`src/rtl/pipereg_elastic.sv`:
```
// Elastic valid/ready pipeline register between core stages: circular buffer
// with synchronous flush and saturating stall/bubble performance counters.
module pipereg_elastic #(
  parameter int DATA_W = 96,
  parameter int DEPTH  = 2,
  parameter int CNT_W  = 32
) (
  input  logic                     clk_i,
  input  logic                     reset_i,
  input  logic                     flush_i,
  input  logic                     in_valid_i,
  output logic                     in_ready_o,
  input  logic [DATA_W-1:0]        in_data_i,
  output logic                     out_valid_o,
  input  logic                     out_ready_i,
  output logic [DATA_W-1:0]        out_data_o,
  output logic [$clog2(DEPTH):0]   count_o,
  output logic [CNT_W-1:0]         stall_cnt_o,
  output logic [CNT_W-1:0]         bubble_cnt_o
);

  localparam int PTR_W = $clog2(DEPTH);
  localparam int OCC_W = PTR_W + 1;
  localparam logic [OCC_W-1:0] FULL = OCC_W'(DEPTH);

  logic [DATA_W-1:0] mem_q [DEPTH];
  logic [PTR_W-1:0]  wr_ptr_q, wr_ptr_d;
  logic [PTR_W-1:0]  rd_ptr_q, rd_ptr_d;
  logic [OCC_W-1:0]  count_q, count_d;
  logic [CNT_W-1:0]  stall_q, stall_d;
  logic [CNT_W-1:0]  bubble_q, bubble_d;
  logic              push, pop, wr_en;

  function automatic logic [CNT_W-1:0] sat_inc(input logic [CNT_W-1:0] v);
    return (&v) ? v : v + CNT_W'(1);
  endfunction

  // Ready comes only from registered occupancy, so a full buffer refuses a
  // push even while it pops; this keeps out_ready_i off the in_ready_o path.
  assign in_ready_o  = (count_q != FULL);
  assign out_valid_o = (count_q != '0);
  assign push        = in_valid_i & in_ready_o;
  assign pop         = out_valid_o & out_ready_i;
  assign wr_en       = push & ~flush_i & reset_i;

  always_comb begin
    wr_ptr_d = wr_ptr_q;
    rd_ptr_d = rd_ptr_q;
    count_d  = count_q;
    if (flush_i) begin
      wr_ptr_d = '0;
      rd_ptr_d = '0;
      count_d  = '0;
    end else begin
      if (push) wr_ptr_d = wr_ptr_q + PTR_W'(1);
      if (pop)  rd_ptr_d = rd_ptr_q + PTR_W'(1);
      case ({push, pop})
        2'b10:   count_d = count_q + OCC_W'(1);
        2'b01:   count_d = count_q - OCC_W'(1);
        default: count_d = count_q;
      endcase
    end
  end

  // Counters observe the handshake even in a flush cycle.
  always_comb begin
    stall_d  = (out_valid_o & ~out_ready_i) ? sat_inc(stall_q)  : stall_q;
    bubble_d = (~out_valid_o & out_ready_i) ? sat_inc(bubble_q) : bubble_q;
  end

  always_ff @(posedge clk_i) begin
    if (!reset_i) begin
      wr_ptr_q <= '0;
      rd_ptr_q <= '0;
      count_q  <= '0;
      stall_q  <= '0;
      bubble_q <= '0;
    end else begin
      wr_ptr_q <= wr_ptr_d;
      rd_ptr_q <= rd_ptr_d;
      count_q  <= count_d;
      stall_q  <= stall_d;
      bubble_q <= bubble_d;
    end
  end

  always_ff @(posedge clk_i) begin
    if (wr_en) mem_q[wr_ptr_q] <= in_data_i;
  end

  assign out_data_o   = out_valid_o ? mem_q[rd_ptr_q] : '0;
  assign count_o      = count_q;
  assign stall_cnt_o  = stall_q;
  assign bubble_cnt_o = bubble_q;

endmodule

```
`config.mk`:
```
export PLATFORM = sky130hd
export DESIGN_NAME = pipereg_elastic
export DESIGN_NICKNAME = d
export VERILOG_FILES = /design/src/rtl/pipereg_elastic.sv
export SDC_FILE = /design/constraint.sdc
export NUM_CORES = 1
export LEC_CHECK = 0
export CORE_MARGIN = 5
export CORE_UTILIZATION = 50
export DETAILED_ROUTE_END_ITERATION = 10
export DONT_BUFFER_PORTS = 1
export HOLD_SLACK_MARGIN = 0.05
export PLACE_DENSITY = 0.65
export REMOVE_ABC_BUFFERS = 1
export SLEW_MARGIN = 40
export SYNTH_ARGS = -nofsm -noshare
export SYNTH_HDL_FRONTEND = slang
export SYNTH_SLANG_ARGS = --single-unit
```
`constraint.sdc`:
```
create_clock -name clk_i -period 16.3 [get_ports clk_i]
set_clock_uncertainty 0.15 [all_clocks]
set_input_delay 1.63 -clock clk_i [delete_from_list [all_inputs] [get_ports clk_i]]
set_output_delay 1.63 -clock clk_i [all_outputs]
set_load 0.01 [all_outputs]
```
# Yosys cells after proc, flatten, opt, wreduce, memory -nomap -nowiden
# Memory sizes are Yosys's and may differ from the RTL's. A register that Yosys moved wholly into a read port is not among the register bits.
# Cells that the tools add are included.
# Widths: inputs -> output; s select.
# word_totals
word_cells	40
mem_count	1
mem_bits_rw	192
output_inout_bits	164
reg_bits	68
input_bits	101
# memory_table
name	words	word_bits	read_ports	rd_clocked_by_memory_dff	write_ports	line_no	text
mem_q	2	96	1	1	1	26	logic [DATA_W-1:0] mem_q [DEPTH];
# op_classes
eq_ne	3
n_addsub	6
bitwise	12
reduce_logical	7
n_mux	6
# op_table
operator	count
$mux 96	1
$add 32x1->32 const B	2
$reduce_and 32->1	2
$and 1x1->1	6
$not 1->1	6
$mux 1	4
$pmux 2 s2	1
$reduce_and 2->1	2
$reduce_bool 2->1	2
$add 1x1->1 const B	2
$add 2x1->2 const B	1
$eq 2x1->1 const B	1
$eq 2x2->1 const B	1
$ne 2x2->1 const B	1
$reduce_or 2->1	1
$sub 2x1->2 const B	1

# Logic depth before layout (Yosys ltp)
# logic_depth
depth_word	6
ltp_mapped	8
mapped_depth_nobuf	6

# Least setup slack after synthesis
# No wires, ideal clock.
# synth_timing
kind	input to register
start	in flush_i
end	mem mem_q[0][0], enable pin
cell_stages	2
arrival_time_ns	8.357
slack_ns	7.124
setup_ns	0.668
path_cell_list	nand2b_1 nor3_1
# synth_via
elab_chain_cells	5
# synth_rtl
element	line_no	text
from (decl)	10	input logic flush_i,
$not 1->1	44	assign wr_en = push & ~flush_i & reset_i;
$and 1x1->1 (2 in a row)	44	
$mux 1	88	if (wr_en) mem_q[wr_ptr_q] <= in_data_i;
$mux 1 (not written as such)	88	
to (decl)	26	
# Every way passes these cells.

# Worst setup path after layout
# layout_timing
start	reg count_q[0], in the netlist count_o[0]
end	out out_data_o[45]
# layout_via
elab_chain_cells	2
# layout_rtl
element	line_no	text
from (decl)	29	logic [OCC_W-1:0] count_q, count_d;
from (signal assigned)	81	count_q <= count_d;
$reduce_bool 2->1	41	assign out_valid_o = (count_q != '0);
$mux 96	91	assign out_data_o = out_valid_o ? mem_q[rd_ptr_q] : '0;
to (decl)	16	output logic [DATA_W-1:0] out_data_o,
# Every way passes these cells.

==> metrics.txt <==
# TYPE chip_impl_metric gauge
chip_impl_metric{name="seq_area_frac_synth",unit=""} 0.670
chip_impl_metric{name="io-pin-count",unit=""} 265
chip_impl_metric{name="clkSlewWorstSetupHoldPaths",unit="ns"} 0.06
chip_impl_metric{name="detailedPlacementHpwl",unit="mm"} 15.9
chip_impl_info{name="outcome",value="completed"} 1
chip_impl_metric{name="worst_slew_margin_rel",unit=""} 0.498
chip_impl_metric{name="synthArstFlopShare",unit=""} 0
chip_impl_metric{name="ff_latch_area",unit="sq mm"} 0.00715
chip_impl_info{name="tritoncts",value="done"} 1
chip_impl_metric{name="initialDrtViolationCount",unit=""} 299
chip_impl_metric{name="post-route-util",unit=""} 0.562
chip_impl_metric{name="ant_nets",unit=""} 0
chip_impl_metric{name="timing_max_transition_violations_final",unit=""} 0
chip_impl_metric{name="layout_net_count",unit=""} 933
chip_impl_metric{name="groute.layer.met2.usage",unit=""} 0.307
chip_impl_metric{name="finalSetupTns",unit="ns"} 0
chip_impl_metric{name="layout.cell_area.non_filler",unit="sq mm"} 0.0118
chip_impl_metric{name="timing.final.ws_setup",unit="ns"} 12.05
chip_impl_metric{name="ctsHtreeMaxLevel",unit=""} 1
chip_impl_metric{name="report.final.hold_viol_count",unit=""} 0
chip_impl_info{name="commonest_cells_after_routing_fill_and_taps_aside",value="sky130_fd_sc_hd__edfxtp_1, sky130_fd_sc_hd__nor2_1, sky130_fd_sc_hd__mux2i_1, sky130_fd_sc_hd__dfxtp_1, sky130_fd_sc_hd__a21oi_1"} 1
chip_impl_info{name="endpoint_kind",value="output pin"} 1
chip_impl_metric{name="share_of_the_clock_period_used_by_the_worst_path",unit=""} 0.261
chip_impl_metric{name="cts_made_buffers",unit=""} 27
chip_impl_metric{name="routabilityCongestion",unit=""} 0.805
chip_impl_metric{name="critPathArrivalTime",unit="ns"} 2.47
chip_impl_metric{name="total_power",unit="mW"} 1.38
chip_impl_metric{name="synth_edf_count",unit=""} 192
chip_impl_metric{name="finalWorstPathRequiredPeriod",unit="ns"} 4.25
chip_impl_metric{name="gr-usage-met3",unit=""} 0.0707
chip_impl_metric{name="ctsLongestPathBuffers",unit=""} 3
chip_impl_metric{name="initial_core_util",unit=""} 0.507
chip_impl_metric{name="global_route.usage.met1",unit=""} 0.212
chip_impl_metric{name="syn-cell-area",unit="sq mm"} 0.0107
chip_impl_metric{name="critical_path_peak_fanout",unit=""} 59
chip_impl_metric{name="placement_rows",unit=""} 53
chip_impl_metric{name="postCtsHoldBufs",unit=""} 0
chip_impl_metric{name="share_of_cells_above_drive_strength_1",unit=""} 0.0767
chip_impl_metric{name="post-cts-setup-buffer-count",unit=""} 0
chip_impl_metric{name="tritoncts_num_sinks",unit=""} 261
chip_impl_metric{name="worst_ep_required_time",unit="ns"} 14.52
chip_impl_metric{name="detail_route.wirelength",unit="mm"} 22.9
chip_impl_metric{name="track_usage",unit=""} 0.178
chip_impl_metric{name="synth_cell_types",unit=""} 47
chip_impl_metric{name="finalSetupViolations",unit=""} 0
chip_impl_info{name="clock_tree.root_cell",value="sky130_fd_sc_hd__clkbuf_16"} 1
chip_impl_info{name="timing_worst_setup_path_type",value="flop to output pin"} 1
chip_impl_metric{name="flip_flop_and_latch_count_after_synthesis",unit=""} 261
chip_impl_metric{name="synthesis.yosys.warnings",unit=""} 0
chip_impl_metric{name="multiInputGateArea",unit="sq mm"} 0.00329
chip_impl_metric{name="max_cap_viol_count",unit=""} 0
chip_impl_metric{name="dr_total_vias",unit=""} 6523
chip_impl_metric{name="area_delta_synth_final",unit="%"} 10.7
chip_impl_metric{name="worst_pin_slew",unit="ns"} 0.752
chip_impl_metric{name="die_width",unit="um"} 156
chip_impl_info{name="grt_setup_unrepaired",value="false"} 1
chip_impl_metric{name="dpl_worst_slack",unit="ns"} 12.48
chip_impl_metric{name="resized_after_cts",unit=""} 0
chip_impl_metric{name="insertedDiodeCount",unit=""} 0
chip_impl_metric{name="portBuffers",unit=""} 0
chip_impl_metric{name="drc_markers",unit=""} 0
chip_impl_metric{name="core_area",unit="sq mm"} 0.0210
chip_impl_metric{name="grt_pass1_wl",unit="mm"} 34.9
chip_impl_info{name="worst_setup_path_start_kind",value="flop"} 1
chip_impl_metric{name="clk-insertion-delay-late",unit="ns"} 0.51
chip_impl_info{name="globalRoute.busiestLayer",value="met2"} 1
chip_impl_info{name="hold_path.class",value="flop to flop"} 1
chip_impl_metric{name="fill_cells",unit=""} 1678
chip_impl_metric{name="dieHeight",unit="um"} 156
chip_impl_metric{name="fmax",unit="GHz"} 0.235
chip_impl_metric{name="power_leakage",unit="nW"} 3.55
chip_impl_metric{name="synthesis.instances",unit=""} 829
chip_impl_metric{name="syn_avg_cell_area",unit="sq um"} 12.9
chip_impl_metric{name="power_per_cell_area",unit="mW/mm^2"} 117
chip_impl_metric{name="first_global_vias",unit=""} 6307
chip_impl_info{name="layout.cells.most_common",value="sky130_fd_sc_hd__edfxtp_1"} 1
chip_impl_metric{name="grt_antenna_before_repair",unit=""} 0
chip_impl_metric{name="grt_max_degree",unit=""} 65
chip_impl_metric{name="post_dp_cell_area",unit="sq mm"} 0.0109
chip_impl_metric{name="global_route.overflow_total",unit=""} 0
chip_impl_metric{name="vdd.ir_drop.worst",unit="V"} 0.0000702
chip_impl_metric{name="routed_wire_length_per_instance",unit="um"} 20.4
chip_impl_info{name="ys_dominant_reg_cell",value="sky130_fd_sc_hd__edfxtp_1"} 1
chip_impl_metric{name="die_area",unit="sq mm"} 0.0243
chip_impl_metric{name="drt_pre_antenna_iters",unit=""} 4
chip_impl_metric{name="vias_per_cell",unit=""} 5.81
[where the power goes]
| group | leakage [nW] | total (mW) | internal (mW) | switching (mW) |
|---|---|---|---|---|
| Sequential | 2.30 | 0.730 | 0.725 | 0.00584 |
| Combinational | 0.823 | 0.0515 | 0.0143 | 0.0372 |
| Clock | 0.422 | 0.595 | 0.364 | 0.231 |
| Total | 3.55 | 1.38 | 1.10 | 0.274 |
[registers in the layout, indices dropped and copies added, names as in the netlist, named ones only]
register	flops
wr_ptr_q	1
bubble_cnt_o	32
stall_cnt_o	32
mem_q	192
count_o	2
rd_ptr_q	1
[cell usage after synthesis (3+ instances only)]
cell | instances | area [sq um]
sky130_fd_sc_hd__xnor2_1 | 10 | 87.6
sky130_fd_sc_hd__nand2b_1 | 11 | 68.8
sky130_fd_sc_hd__buf_6 | 4 | 45.0
sky130_fd_sc_hd__nor3_1 | 11 | 55.1
sky130_fd_sc_hd__nand4_1 | 16 | 100
sky130_fd_sc_hd__buf_1 | 9 | 33.8
sky130_fd_sc_hd__a21oi_1 | 37 | 185
sky130_fd_sc_hd__nand2_1 | 32 | 120
sky130_fd_sc_hd__edfxtp_1 | 192 | 5770
sky130_fd_sc_hd__or3_1 | 28 | 175
sky130_fd_sc_hd__o31ai_1 | 18 | 135
sky130_fd_sc_hd__nor2_1 | 128 | 480
sky130_fd_sc_hd__and3_1 | 3 | 18.8
sky130_fd_sc_hd__inv_1 | 16 | 60.1
sky130_fd_sc_hd__or4_1 | 19 | 143
sky130_fd_sc_hd__and2_1 | 3 | 18.8
sky130_fd_sc_hd__o21a_1 | 3 | 22.5
sky130_fd_sc_hd__nand3_1 | 25 | 125
sky130_fd_sc_hd__o211ai_1 | 7 | 52.6
sky130_fd_sc_hd__o21ai_1 | 12 | 60.1
sky130_fd_sc_hd__clkbuf_1 | 25 | 93.8
sky130_fd_sc_hd__dfxtp_1 | 69 | 1380
sky130_fd_sc_hd__mux2i_1 | 103 | 1030
sky130_fd_sc_hd__ha_1 | 3 | 37.5
sky130_fd_sc_hd__o21ai_0 | 14 | 70.1
[critical path, cell delays in order (launching register included)]
cell and delay, ns:
sky130_fd_sc_hd__dfxtp_1 0.42, sky130_fd_sc_hd__nor2_4 0.53, sky130_fd_sc_hd__buf_16 0.23, sky130_fd_sc_hd__buf_4 0.49, sky130_fd_sc_hd__nor2_1 0.23
[per-layer routing]
metal	wire (um)	part of all wire	vias to the layer above
li1	-	-	3083
met5	0	0	-
met1	8380	0.37	3140
met2	11400	0.50	268
met4	359	0.016	0
met3	2770	0.12	32
[final timing paths]
kind                                 startpoint         endpoint  slack, ns  cells after the start
worst max register to register  bubble_cnt_o[1]  bubble_cnt_o[0]      13.29                      7
worst max-delay path                 count_o[0]   out_data_o[45]      12.05                      4
worst min register to register         rd_ptr_q         rd_ptr_q       0.38                      2
worst min-delay path                   rd_ptr_q         rd_ptr_q       0.38                      2
[logic make-up (layout without fill, tap and decap cells)]
| logic type | Yosys count | in the layout | synth area share |
|---|---|---|---|
| AO/OA/AOI/OAI | 107 | 107 | 0.0650 |
| buffers and inverters | 56 | 74 | 0.0229 |
| multiplexers | 103 | 103 | 0.0967 |
| flip-flops | 261 | 261 | 0.670 |
| XOR/XNOR | 12 | 12 | 0.00986 |
| adder cells (fa/ha/maj) | 3 | 3 | 0.00352 |
| AND/OR/NAND/NOR | 287 | 287 | 0.132 |
[area by class of cell]
type / instances / share of cell area
Sequential cell: 261 / 0.606
Multi-Input combinational cell: 512 / 0.278
Clock buffer: 31 / 0.0585
Tap cell: 275 / 0.0291
Clock inverter: 16 / 0.0147
Timing Repair Buffer: 10 / 0.00837
Inverter: 17 / 0.00540
[stage by stage]
stage          cells  hold slack, ns
3_5_place_dp    1075           0.376
6_report        1122           0.381
5_1_grt         1122           0.431
2_1_floorplan    790           0.331
4_1_cts         1122           0.396
3_3_place_gp    1074           0.352
No activity file was read; power rests on OpenSTA's default activity.
